### src/rtl/axi4_stream_pkg.sv
// Shared definitions for AXI4-Stream building blocks.
// beat_width gives the packed width of one stored beat including all sideband fields.
package axi4_stream_pkg;

  function automatic int unsigned beat_width(
    input int unsigned data_w,
    input int unsigned id_w,
    input int unsigned dest_w,
    input int unsigned user_w
  );
    // tdata + tstrb + tkeep + tlast + tid + tdest + tuser
    return data_w + 2 * (data_w / 8) + 1 + id_w + dest_w + user_w;
  endfunction

endpackage

### src/rtl/axi4_stream_if.sv
// AXI4-Stream link with master (source) and slave (sink) views.
interface axi4_stream_if #(
  parameter int unsigned DATA_WIDTH = 32,
  parameter int unsigned ID_WIDTH   = 8,
  parameter int unsigned DEST_WIDTH = 4,
  parameter int unsigned USER_WIDTH = 4
);
  localparam int unsigned STRB_WIDTH = DATA_WIDTH / 8;

  logic                  tvalid;
  logic                  tready;
  logic [DATA_WIDTH-1:0] tdata;
  logic [STRB_WIDTH-1:0] tstrb;
  logic [STRB_WIDTH-1:0] tkeep;
  logic                  tlast;
  logic [ID_WIDTH-1:0]   tid;
  logic [DEST_WIDTH-1:0] tdest;
  logic [USER_WIDTH-1:0] tuser;

  modport master (
    output tvalid, tdata, tstrb, tkeep, tlast, tid, tdest, tuser,
    input  tready
  );

  modport slave (
    input  tvalid, tdata, tstrb, tkeep, tlast, tid, tdest, tuser,
    output tready
  );
endinterface

### src/rtl/axi4_stream_fifo_ram.sv
// Simple dual-port storage: synchronous write, asynchronous read.
module axi4_stream_fifo_ram #(
  parameter int unsigned WIDTH = 8,
  parameter int unsigned DEPTH = 16
) (
  input  logic                     clk,
  input  logic                     i_we,
  input  logic [$clog2(DEPTH)-1:0] i_waddr,
  input  logic [WIDTH-1:0]         i_wdata,
  input  logic [$clog2(DEPTH)-1:0] i_raddr,
  output logic [WIDTH-1:0]         o_rdata_c
);
  logic [WIDTH-1:0] r_mem [DEPTH];

  always_ff @(posedge clk) begin
    if (i_we) r_mem[i_waddr] <= i_wdata;
  end

  assign o_rdata_c = r_mem[i_raddr];
endmodule

### src/rtl/axi4_stream_fifo.sv
// First-word-fall-through AXI4-Stream FIFO with optional store-and-forward packet mode.
// Handshake and status outputs are registered from next-state occupancy.
module axi4_stream_fifo
  import axi4_stream_pkg::*;
#(
  parameter int unsigned DATA_WIDTH   = 32,
  parameter int unsigned ID_WIDTH     = 8,
  parameter int unsigned DEST_WIDTH   = 4,
  parameter int unsigned USER_WIDTH   = 4,
  parameter int unsigned WORDS_AMOUNT = 16,
  parameter int unsigned PACKET_MODE  = 0
) (
  input  logic                          aclk,
  input  logic                          areset,
  axi4_stream_if.slave                  pkt_i,
  axi4_stream_if.master                 pkt_o,
  output logic [$clog2(WORDS_AMOUNT):0] used_words,
  output logic                          full,
  output logic                          empty
);
  localparam int unsigned AW = $clog2(WORDS_AMOUNT);
  localparam int unsigned CW = AW + 1;
  localparam int unsigned BW = beat_width(DATA_WIDTH, ID_WIDTH, DEST_WIDTH, USER_WIDTH);

  logic [AW-1:0] r_wr_ptr;
  logic [AW-1:0] r_rd_ptr;
  logic [CW-1:0] r_used;
  logic [CW-1:0] r_pkt_cnt;
  logic          r_tready;
  logic          r_tvalid;
  logic          r_full;
  logic          r_empty;

  logic          w_wr;
  logic          w_rd;
  logic [CW-1:0] w_used_next;
  logic [CW-1:0] w_pkt_cnt_next;
  logic          w_full_next;
  logic          w_tvalid_next;
  logic [BW-1:0] w_wr_beat;
  logic [BW-1:0] w_rd_beat;

  assign w_wr = pkt_i.tvalid && r_tready;
  assign w_rd = r_tvalid && pkt_o.tready;

  assign w_wr_beat = {pkt_i.tdata, pkt_i.tstrb, pkt_i.tkeep, pkt_i.tlast,
                      pkt_i.tid, pkt_i.tdest, pkt_i.tuser};

  axi4_stream_fifo_ram #(
    .WIDTH (BW),
    .DEPTH (WORDS_AMOUNT)
  ) u_ram (
    .clk       (aclk),
    .i_we      (w_wr),
    .i_waddr   (r_wr_ptr),
    .i_wdata   (w_wr_beat),
    .i_raddr   (r_rd_ptr),
    .o_rdata_c (w_rd_beat)
  );

  assign {pkt_o.tdata, pkt_o.tstrb, pkt_o.tkeep, pkt_o.tlast,
          pkt_o.tid, pkt_o.tdest, pkt_o.tuser} = w_rd_beat;

  // Next occupancy, packet count and derived handshake state.
  always_comb begin
    w_used_next    = r_used;
    w_pkt_cnt_next = r_pkt_cnt;
    if (w_wr && !w_rd)      w_used_next = r_used + CW'(1);
    else if (!w_wr && w_rd) w_used_next = r_used - CW'(1);
    if ((w_wr && pkt_i.tlast) && !(w_rd && pkt_o.tlast))      w_pkt_cnt_next = r_pkt_cnt + CW'(1);
    else if (!(w_wr && pkt_i.tlast) && (w_rd && pkt_o.tlast)) w_pkt_cnt_next = r_pkt_cnt - CW'(1);
    w_full_next   = (w_used_next == CW'(WORDS_AMOUNT));
    // The full term releases a packet longer than the depth instead of deadlocking.
    w_tvalid_next = (w_used_next != CW'(0)) &&
                    ((PACKET_MODE == 0) || (w_pkt_cnt_next != CW'(0)) || w_full_next);
  end

  always_ff @(posedge aclk) begin
    if (areset) begin
      r_wr_ptr  <= '0;
      r_rd_ptr  <= '0;
      r_used    <= '0;
      r_pkt_cnt <= '0;
      r_tready  <= 1'b0;
      r_tvalid  <= 1'b0;
      r_full    <= 1'b0;
      r_empty   <= 1'b1;
    end else begin
      if (w_wr) r_wr_ptr <= r_wr_ptr + AW'(1);
      if (w_rd) r_rd_ptr <= r_rd_ptr + AW'(1);
      r_used    <= w_used_next;
      r_pkt_cnt <= w_pkt_cnt_next;
      r_tready  <= (w_used_next < CW'(WORDS_AMOUNT));
      r_tvalid  <= w_tvalid_next;
      r_full    <= w_full_next;
      r_empty   <= (w_used_next == CW'(0));
    end
  end

  assign pkt_i.tready = r_tready;
  assign pkt_o.tvalid = r_tvalid;
  assign used_words   = r_used;
  assign full         = r_full;
  assign empty        = r_empty;
endmodule
### src/flat_wrapper.sv
// flat-port wrapper written by rule: the top's interface ports become plain ports
module axi4_stream_fifo_flat import axi4_stream_pkg::*;
#(
  parameter int unsigned DATA_WIDTH   = 32,
  parameter int unsigned ID_WIDTH     = 8,
  parameter int unsigned DEST_WIDTH   = 4,
  parameter int unsigned USER_WIDTH   = 4,
  parameter int unsigned WORDS_AMOUNT = 16,
  parameter int unsigned PACKET_MODE  = 0
)
  (aclk, areset, used_words, full, empty, pkt_i_tvalid, pkt_i_tdata, pkt_i_tstrb, pkt_i_tkeep, pkt_i_tlast, pkt_i_tid, pkt_i_tdest, pkt_i_tuser, pkt_i_tready, pkt_o_tvalid, pkt_o_tdata, pkt_o_tstrb, pkt_o_tkeep, pkt_o_tlast, pkt_o_tid, pkt_o_tdest, pkt_o_tuser, pkt_o_tready);
  axi4_stream_if #(.DATA_WIDTH(DATA_WIDTH), .ID_WIDTH(ID_WIDTH), .DEST_WIDTH(DEST_WIDTH), .USER_WIDTH(USER_WIDTH)) pkt_i_i ();
  axi4_stream_if #(.DATA_WIDTH(DATA_WIDTH), .ID_WIDTH(ID_WIDTH), .DEST_WIDTH(DEST_WIDTH), .USER_WIDTH(USER_WIDTH)) pkt_o_i ();
  input  logic aclk;
  input  logic areset;
  output logic [$clog2(WORDS_AMOUNT):0] used_words;
  output logic full;
  output logic empty;
  input wire logic [$bits(pkt_i_i.tvalid)-1:0] pkt_i_tvalid;
  input wire logic [$bits(pkt_i_i.tdata)-1:0] pkt_i_tdata;
  input wire logic [$bits(pkt_i_i.tstrb)-1:0] pkt_i_tstrb;
  input wire logic [$bits(pkt_i_i.tkeep)-1:0] pkt_i_tkeep;
  input wire logic [$bits(pkt_i_i.tlast)-1:0] pkt_i_tlast;
  input wire logic [$bits(pkt_i_i.tid)-1:0] pkt_i_tid;
  input wire logic [$bits(pkt_i_i.tdest)-1:0] pkt_i_tdest;
  input wire logic [$bits(pkt_i_i.tuser)-1:0] pkt_i_tuser;
  output wire logic [$bits(pkt_i_i.tready)-1:0] pkt_i_tready;
  output wire logic [$bits(pkt_o_i.tvalid)-1:0] pkt_o_tvalid;
  output wire logic [$bits(pkt_o_i.tdata)-1:0] pkt_o_tdata;
  output wire logic [$bits(pkt_o_i.tstrb)-1:0] pkt_o_tstrb;
  output wire logic [$bits(pkt_o_i.tkeep)-1:0] pkt_o_tkeep;
  output wire logic [$bits(pkt_o_i.tlast)-1:0] pkt_o_tlast;
  output wire logic [$bits(pkt_o_i.tid)-1:0] pkt_o_tid;
  output wire logic [$bits(pkt_o_i.tdest)-1:0] pkt_o_tdest;
  output wire logic [$bits(pkt_o_i.tuser)-1:0] pkt_o_tuser;
  input wire logic [$bits(pkt_o_i.tready)-1:0] pkt_o_tready;
  assign pkt_i_i.tvalid = pkt_i_tvalid;
  assign pkt_i_i.tdata = pkt_i_tdata;
  assign pkt_i_i.tstrb = pkt_i_tstrb;
  assign pkt_i_i.tkeep = pkt_i_tkeep;
  assign pkt_i_i.tlast = pkt_i_tlast;
  assign pkt_i_i.tid = pkt_i_tid;
  assign pkt_i_i.tdest = pkt_i_tdest;
  assign pkt_i_i.tuser = pkt_i_tuser;
  assign pkt_i_tready = pkt_i_i.tready;
  assign pkt_o_tvalid = pkt_o_i.tvalid;
  assign pkt_o_tdata = pkt_o_i.tdata;
  assign pkt_o_tstrb = pkt_o_i.tstrb;
  assign pkt_o_tkeep = pkt_o_i.tkeep;
  assign pkt_o_tlast = pkt_o_i.tlast;
  assign pkt_o_tid = pkt_o_i.tid;
  assign pkt_o_tdest = pkt_o_i.tdest;
  assign pkt_o_tuser = pkt_o_i.tuser;
  assign pkt_o_i.tready = pkt_o_tready;
  axi4_stream_fifo #(.DATA_WIDTH(DATA_WIDTH), .ID_WIDTH(ID_WIDTH), .DEST_WIDTH(DEST_WIDTH), .USER_WIDTH(USER_WIDTH), .WORDS_AMOUNT(WORDS_AMOUNT), .PACKET_MODE(PACKET_MODE)) u_core (.aclk(aclk), .areset(areset), .pkt_i(pkt_i_i), .pkt_o(pkt_o_i), .used_words(used_words), .full(full), .empty(empty));
endmodule
### config.mk
export PLATFORM = sky130hd
export DESIGN_NAME = axi4_stream_fifo_flat
export DESIGN_NICKNAME = d
export VERILOG_FILES = /design/src/rtl/axi4_stream_pkg.sv /design/src/rtl/axi4_stream_if.sv /design/src/rtl/axi4_stream_fifo_ram.sv /design/src/rtl/axi4_stream_fifo.sv /design/src/flat_wrapper.sv
export SDC_FILE = /design/constraint.sdc
export NUM_CORES = 1
export LEC_CHECK = 0
export ABC_AREA = 1
export CORE_ASPECT_RATIO = 1.75
export CORE_MARGIN = 4
export CORE_UTILIZATION = 50
export DETAILED_ROUTE_END_ITERATION = 10
export GPL_ROUTABILITY_DRIVEN = 0
export GPL_TIMING_DRIVEN = 0
export PLACE_DENSITY = 0.72
export SLEW_MARGIN = 20
export SYNTH_ARGS = -nofsm -noshare
export SYNTH_HDL_FRONTEND = slang
export SYNTH_SLANG_ARGS = --single-unit
### constraint.sdc
create_clock -name aclk -period 5.5 [get_ports aclk]
set_input_delay 1.1 -clock aclk [delete_from_list [all_inputs] [get_ports aclk]]
set_output_delay 1.1 -clock aclk [all_outputs]
set_load 0.1 [all_outputs]
==> results.rst <==
.. list-table::
   :header-rows: 1

   * - Metric
     - Value
   * - Sort of element at the start of the critical path
     - register
   * - Lkg Pwr
     - roughly 0.014 uW
   * - Register bit count reported by yosys
     - 933
   * - Fraction of post-synthesis cell area in the top cell type by area
     - approximately 75%
   * - Final-stage net count
     - 3118
   * - Sequential cell area fraction in the yosys report
     - 75.85%
   * - Setup repair after global routing missed its margin
     - false
   * - Number of top-level pins
     - 127
   * - Placed cells
     - 3897
   * - Avg Vias per Cell
     - between 6 and 7
   * - Die width
     - 212.7 um
   * - Count of endpoints failing hold in the final timing report
     - 0
   * - Outcome
     - finished with violations
   * - Cell breakdown of the critical path
     - inv_1 -> clkbuf_1 -> buf_1 -> nand3_1 -> nand2_1 -> clkdlybuf4s50_1
   * - Die area
     - 77890 um2
   * - Worst vdd ir
     - 286.0 uV
   * - Clk sinks
     - 933
   * - Number of standard cells in the layout, taps in and fillers out
     - 4049
   * - TritonCTS clock tree
     - done
   * - Share of synthesized registers carrying an async set or reset
     - 0%
   * - Top_reg_cell synth
     - edfxtp_1
   * - Worst hold-check path type
     - register to register
   * - Gr usage total
     - 29.27%
   * - Critical-path cell with the highest stage delay
     - clkdlybuf4s50_1
   * - Largest net degree at the start of global routing
     - 21
   * - Vias in the first global route
     - 25950
   * - Area contributors post-synth
     - edfxtp_1 75%, nor2_1 7.3%, o21ai_0 6.1%, o211ai_1 4.7%, dfxtp_1 1.1%
   * - PortBufs
     - roughly 130
   * - Total number of yosys warnings
     - 0
   * - Final Critical Period
     - approximately 5.5 ns
   * - Routed wire length on met3
     - 12490 um
   * - Area added between synthesis and finish
     - 17.27%
   * - Post-synth net total
     - 2858
   * - Ratio of total power to cell area
     - 433.3 nW/um2
   * - Amount of wire on met2 after detailed routing
     - 58670 um
   * - HPWL after detailed placement
     - 76470 um
   * - Wirelength per Cell
     - between 20 and 30 um
   * - Arrival time at the worst endpoint
     - 4.41 ns
   * - Clk root buf
     - clkbuf_16
   * - Initial antenna violation count
     - 5
   * - Antenna-violating nets left
     - 0
   * - Failing checks
     - negative setup slack
   * - Max-slew violation count
     - 0
   * - First-pass GRT wire length
     - 166600 um
   * - Crit Path Class
     - register to output port
   * - Cell with the most instances after synthesis
     - edfxtp_1
   * - Layout cells sized above 1
     - 8.157%
   * - Crit-path max FO
     - 10
   * - Capturing element type of the critical path
     - output port
   * - Library cell occupying the most area in the post-synthesis netlist
     - edfxtp_1
   * - Share of the core filled with cells
     - between 50% and 60%
   * - Crit share post-route
     - 100.1%
   * - Clock skew
     - 0.02413 ns
   * - Worst path setup slack after routing
     - -0.005082 ns
   * - Register clock-pin slew on the reported worst setup and hold paths
     - 0.06 ns
   * - Tightest slew margin relative to the limit
     - between 20% and 30%
   * - Maximum count of clock buffers along a single path
     - 3
   * - CP Data Required Time
     - 4.40 ns
   * - Pre-CTS setup slack
     - between 0.6 and 0.7 ns
   * - Setup-violating endpoint count in the final report
     - 1
   * - Most used standard cells in the synthesized netlist
     - 912 x edfxtp_1, 714 x nor2_1, 446 x o21ai_0, 228 x o211ai_1, 102 x clkbuf_1
   * - Largest stage delay, worst path
     - between 1 and 1.5 ns
   * - TritonCTS buffer count
     - between 80 and 90
   * - Unique cell type count in the Yosys netlist
     - 22
   * - First-iteration detailed-routing DRC count
     - 3737
   * - Number of synthesized flops with an enable pin
     - a little over 900
   * - Clock insertion delay at the later pin of the skew report
     - 0.65 ns
   * - Cells after Synth
     - 2790
   * - Sum of routed wire segments on met1
     - 38380 um
   * - Highest metal layer with signal wires
     - met5
   * - Htree depth
     - 3
   * - Vias after detailed routing
     - 25750
   * - Core outline area
     - 72770 um2
   * - Floorplan row count
     - 131
   * - Reported max-cap violation count
     - 0
   * - Remaining routing DRC violations
     - 0
   * - Number of buffers inserted for hold repair after clock tree synthesis
     - 0
   * - Die height
     - around 370 um
   * - First-pass iteration count of the detailed router
     - 6
   * - Actual slew at the worst max-slew pin
     - 1.170 ns
   * - Highest clock rate
     - 181.7 MHz
   * - Initial core utilization
     - 50.38%
   * - Detailed Route WL
     - 117000 um
   * - Mean instance size in the synthesized netlist
     - 13.14 um2
   * - Synthesized cell area
     - 36660 um2
   * - Overflow left after global routing
     - 0
==> flip-flops by register name, indices dropped and copies added (netlist names), named ones only <==
name	flops
u_core.full	1
u_core.empty	1
u_core.pkt_i.tready	1
u_core.r_wr_ptr	4
u_core.u_ram.r_mem	912
u_core.pkt_o.tvalid	1
u_core.used_words	5
u_core.r_rd_ptr	4
==> worst max-delay path: cells and delay by family (launching register included) <==
family | cells | cell delay [ns]
buf+inv | 4 | 2.90
flops | 1 | 0.39
simple gates | 2 | 0.46
==> final cells by class <==
| class | instances | area [um2] |
|---|---|---|
| multi-input cells | 1647 | 7983 |
| repair buffers | 176 | 2435 |
| flip-flops and latches | 933 | 27810 |
| plain buffers | 190 | 923.4 |
| diodes | 4 | 10.01 |
| clock inverters | 48 | 409.1 |
| well taps | 931 | 1165 |
| clock buffers | 100 | 2183 |
| fillers | 5415 | 29780 |
| inverters | 20 | 77.57 |
==> layout by cell type, fill, tap and decap left out, types with 31 or more instances in the layout <==
master,count
buf_12,31
o21ai_0,446
nand3_1,78
clkbuf_1,114
edfxtp_1,912
nand2_1,96
clkdlybuf4s50_1,117
clkbuf_16,85
nor2_1,698
o21ai_1,62
buf_2,35
o211ai_1,228
==> layer usage <==
layer / global-route usage [%] / vias up
li1: - / 10790
met1: 34.57 / 12570
met2: 49.57 / 1926
met3: 5.843 / 465
met4: 16.77 / 4
met5: 0 / -
==> where the power goes <==
part | total [uW] | switching [uW] | internal (uW) | leakage [uW]
clock network | 5700 | 2580 | 3120 | 0.00127
logic | 4950 | 3810 | 1150 | 0.00401
registers | 7970 | 49.0 | 7920 | 0.00838
==> kinds of logic (layout without fill, tap and decap cells) <==
kind of cell               count (synthesis)  in the layout  synth area share, %
DFF                                      933            933                75.85
and+or+nand+nor                          893            893                9.443
AOI/OAI and AO/OA                        746            746                11.74
buffers and inverters                    210            534                2.706
adders and majority gates                  7              7               0.2389
xor gates and xnor gates                   1              1              0.02389
other                                      0              4                    0
==> metrics by stage <==
stage / area [um2] / setup TNS (ns) / hold WS (ns) / total power [uW]
after CTS: 42960 / 0 / 0.4556 / 18550
final: 42990 / -0.005082 / 0.4737 / 18630
after detailed placement: 40370 / 0 / 0.4436 / 12990
after global placement: 39080 / -2198.63 / 0.4307 / 12830
after global routing: 42980 / 0 / 0.5046 / 19120
after floorplan: 36660 / 0 / 0.4123 / 11300
==> what timing repair did <==
| action | 4_1_cts | 5_1_grt |
|---|---|---|
| pin swaps | 0 | 0 |
| cloned | 0 | 0 |
| gates resized for setup | 2 | 8 |
| buffers inserted | 0 | 0 |
| endpoints found under the setup margin | 2 | 10 |
==> worst paths after layout <==
kind / end / startpoint / cells past startpoint / slack, ns
max: pkt_o_tdata[11] / register / 6 / -0.005
min: register / u_core.r_rd_ptr[3] / 1 / 0.47
max reg2reg: u_core.u_ram.r_mem[5][33] / u_core.pkt_i.tready / 7 / 2.68
min reg2reg: register / u_core.r_rd_ptr[3] / 1 / 0.47
No activity file was read; power rests on OpenSTA's default activity.
==> RTL edit: new RTL, config.mk and constraints unchanged <==
`DEST_WIDTH` is set to 4 in 3 places; all go to 6.
--- a/src/rtl/axi4_stream_if.sv
+++ b/src/rtl/axi4_stream_if.sv
@@ -2,7 +2,7 @@
 interface axi4_stream_if #(
   parameter int unsigned DATA_WIDTH = 32,
   parameter int unsigned ID_WIDTH   = 8,
-  parameter int unsigned DEST_WIDTH = 4,
+  parameter int unsigned DEST_WIDTH = 6,
   parameter int unsigned USER_WIDTH = 4
 );
   localparam int unsigned STRB_WIDTH = DATA_WIDTH / 8;
--- a/src/rtl/axi4_stream_fifo.sv
+++ b/src/rtl/axi4_stream_fifo.sv
@@ -5,7 +5,7 @@
 #(
   parameter int unsigned DATA_WIDTH   = 32,
   parameter int unsigned ID_WIDTH     = 8,
-  parameter int unsigned DEST_WIDTH   = 4,
+  parameter int unsigned DEST_WIDTH   = 6,
   parameter int unsigned USER_WIDTH   = 4,
   parameter int unsigned WORDS_AMOUNT = 16,
   parameter int unsigned PACKET_MODE  = 0
--- a/src/flat_wrapper.sv
+++ b/src/flat_wrapper.sv
@@ -3,7 +3,7 @@
 #(
   parameter int unsigned DATA_WIDTH   = 32,
   parameter int unsigned ID_WIDTH     = 8,
-  parameter int unsigned DEST_WIDTH   = 4,
+  parameter int unsigned DEST_WIDTH   = 6,
   parameter int unsigned USER_WIDTH   = 4,
   parameter int unsigned WORDS_AMOUNT = 16,
   parameter int unsigned PACKET_MODE  = 0
Interface: changed (resized pkt_i_tdest and pkt_o_tdest); port bits go from 127 to 131. The function was not compared with the original's and may differ.
==> RTL edit against the unedited design <==
- the flow still finishes with violations (setup timing)
- worst setup slack worse by 9.4 ps
- synthesized area grew 3.6%
- sequential share of layout area is 0.39 points lower
- power increased by 4.3%
- routed wire length rose by 4.8%
- worst hold slack worse by 16 ps
- sequential cell count increased by 32
- final area rose by 4.1%
- core utilization increased by 0.41 points
- fmax down 0.17%
- highest routed layer unchanged
==> RTL edit: results (changes against the unedited design) <==
Library cell contributing the largest single delay on the critical path: dlygate4sd2_1. The TritonCTS buffer count was 79 (-3.7%); the number of nets in the synthesized netlist was 2953 (+3.3%). The share of final-layout standard cells stronger than drive strength 1 is 8.52% (+0.36 points), and the number of endpoints failing setup at the final stage is 1 (unchanged). The logs give 75.7% (-0.10 points) for the part of the Yosys area used for sequential elements and 7 (+1) for the length of the first detailed-routing pass in iterations. The endpoint identified for the worst register-to-register timing path is u_core.u_ram.r_mem[1][31]. The tools report the relative slew slack as 20.5% (-1.5 points).

Maximum number of pins on one net before global-route repair: 20 (-4.8%). The final reports fail on setup timing. The detailed-route vias per instance was 6.37 (+0.18%); the total placed instance area was 42000 um2 (+4.0%). The slack of the critical path is -14.5 ps (-9.37 ps). Maximum single-stage delay on the critical path: 880 ps (-320 ps).

The number of instances resized during post-cts repair came out at 7 (+5). The tools report the global routing met2 resource utilization as 50.4% (+0.88 points). The commonest cells after synthesis are edfxtp_1 (944), nor2_1 (738), o21ai_0 (477).

The tools report the met3 capacity usage during global routing as 6.02% (+0.18 points). Yosys attributes the largest share of cell area to edfxtp_1 (75%), nor2_1 (7.3%), o21ai_0 (6.3%). Total routed wire length on the met1 layer: 39300 um (+2.4%).

The DRC violation total after the first TritonRoute iteration was 4195 (+12%); the compound-gate portion of the synthesized area was 11.8% (+0.067 points). The post-route setup TNS came out at -14.5 ps (-9.37 ps). The per-cell routed wire length is 29.0 um (+0.19%). The tools report the post-synthesis cell type count as 23 (+4.5%).

The flow ran to the end, but the final reports show violations. The run gives 13500 um (+8.1%) as the met3 wire length. The tools report the maximum vdd drop as 363 uV (+27%).

The wire length after detailed routing was 123000 um (+4.8%). The run gives 2990 ps (+310 ps) as the worst-case register-to-register setup slack. The number of enable-type register cells in the synthesized netlist works out to 944 (+3.5%). The run gives 25.3 ps (+1.15 ps) as the setup skew after layout.

The overall track demand over capacity in global routing was 29.8% (+0.56 points); the cell depth of the worst flop-to-flop path was 6 (-1). The number of antenna violations at the first check in global routing is 9 (+4), and the post-synthesis share of cell area spent on full adders, half adders and majority gates is 0.231% (-0.0083 points).
==> RTL edit: cell count changes in the layout (fill, tap and decap cells not counted), moves of 7 or more <==
cell | unedited run | this run
o211ai_1 | 228 | 236
buf_16 | 20 | 27
edfxtp_1 | 912 | 944
o21ai_1 | 62 | 55
nor2_1 | 698 | 722
buf_4 | 16 | 24
clkdlybuf4s50_1 | 117 | 126
o21ai_0 | 446 | 477
buf_1 | 24 | 10
==> RTL edit: worst max-delay path by stage <==
stage                              startpoint                        end  slack [ps]  cells past startpoint
after detailed placement            flip-flop               pkt_o_tid[7]         340                      6
final                               flip-flop               pkt_o_tid[4]         -10                      6
after global placement           pkt_i_tvalid  u_core.u_ram.r_mem[8][49]       -2760                      5
after floorplan           u_core.pkt_i.tready   u_core.u_ram.r_mem[0][0]         930                      4
after CTS                           flip-flop               pkt_o_tid[4]          80                      6
after global routing                flip-flop             pkt_o_tdata[9]          50                      8
==> RTL edit: through the flow <==
step | total power, mW | utilization [%] | setup slack [ps] | hold slack, ps
after floorplan | 11.7 | - | 931 | 412
after global placement | 13.3 | 53.9 | -2760 | 428
after detailed placement | 13.5 | 55.8 | 335 | 441
after CTS | 19.4 | 59.5 | 76.4 | 453
after global routing | 20.0 | 59.5 | 46.5 | 471
final | 19.4 | 59.5 | -14.5 | 458
==> RTL edit: power by group <==
group | total, mW | internal [mW] | switching [mW]
Combinational | 5.19 | 1.22 | 3.98
Sequential | 8.24 | 8.19 | 0.0489
Clock | 5.99 | 3.37 | 2.62
Total | 19.4 | 12.8 | 6.65
==> RTL edit: layout make-up <==
class	instances	area, um2
fill	5654	30500
clock buffer	97	2190
buffer	197	1020
sequential	965	28800
tap	1012	1270
timing repair buffer	186	2630
inverter	20	77.6
multi-input combinational	1701	8240
clock inverter	50	542
antenna	6	15.0
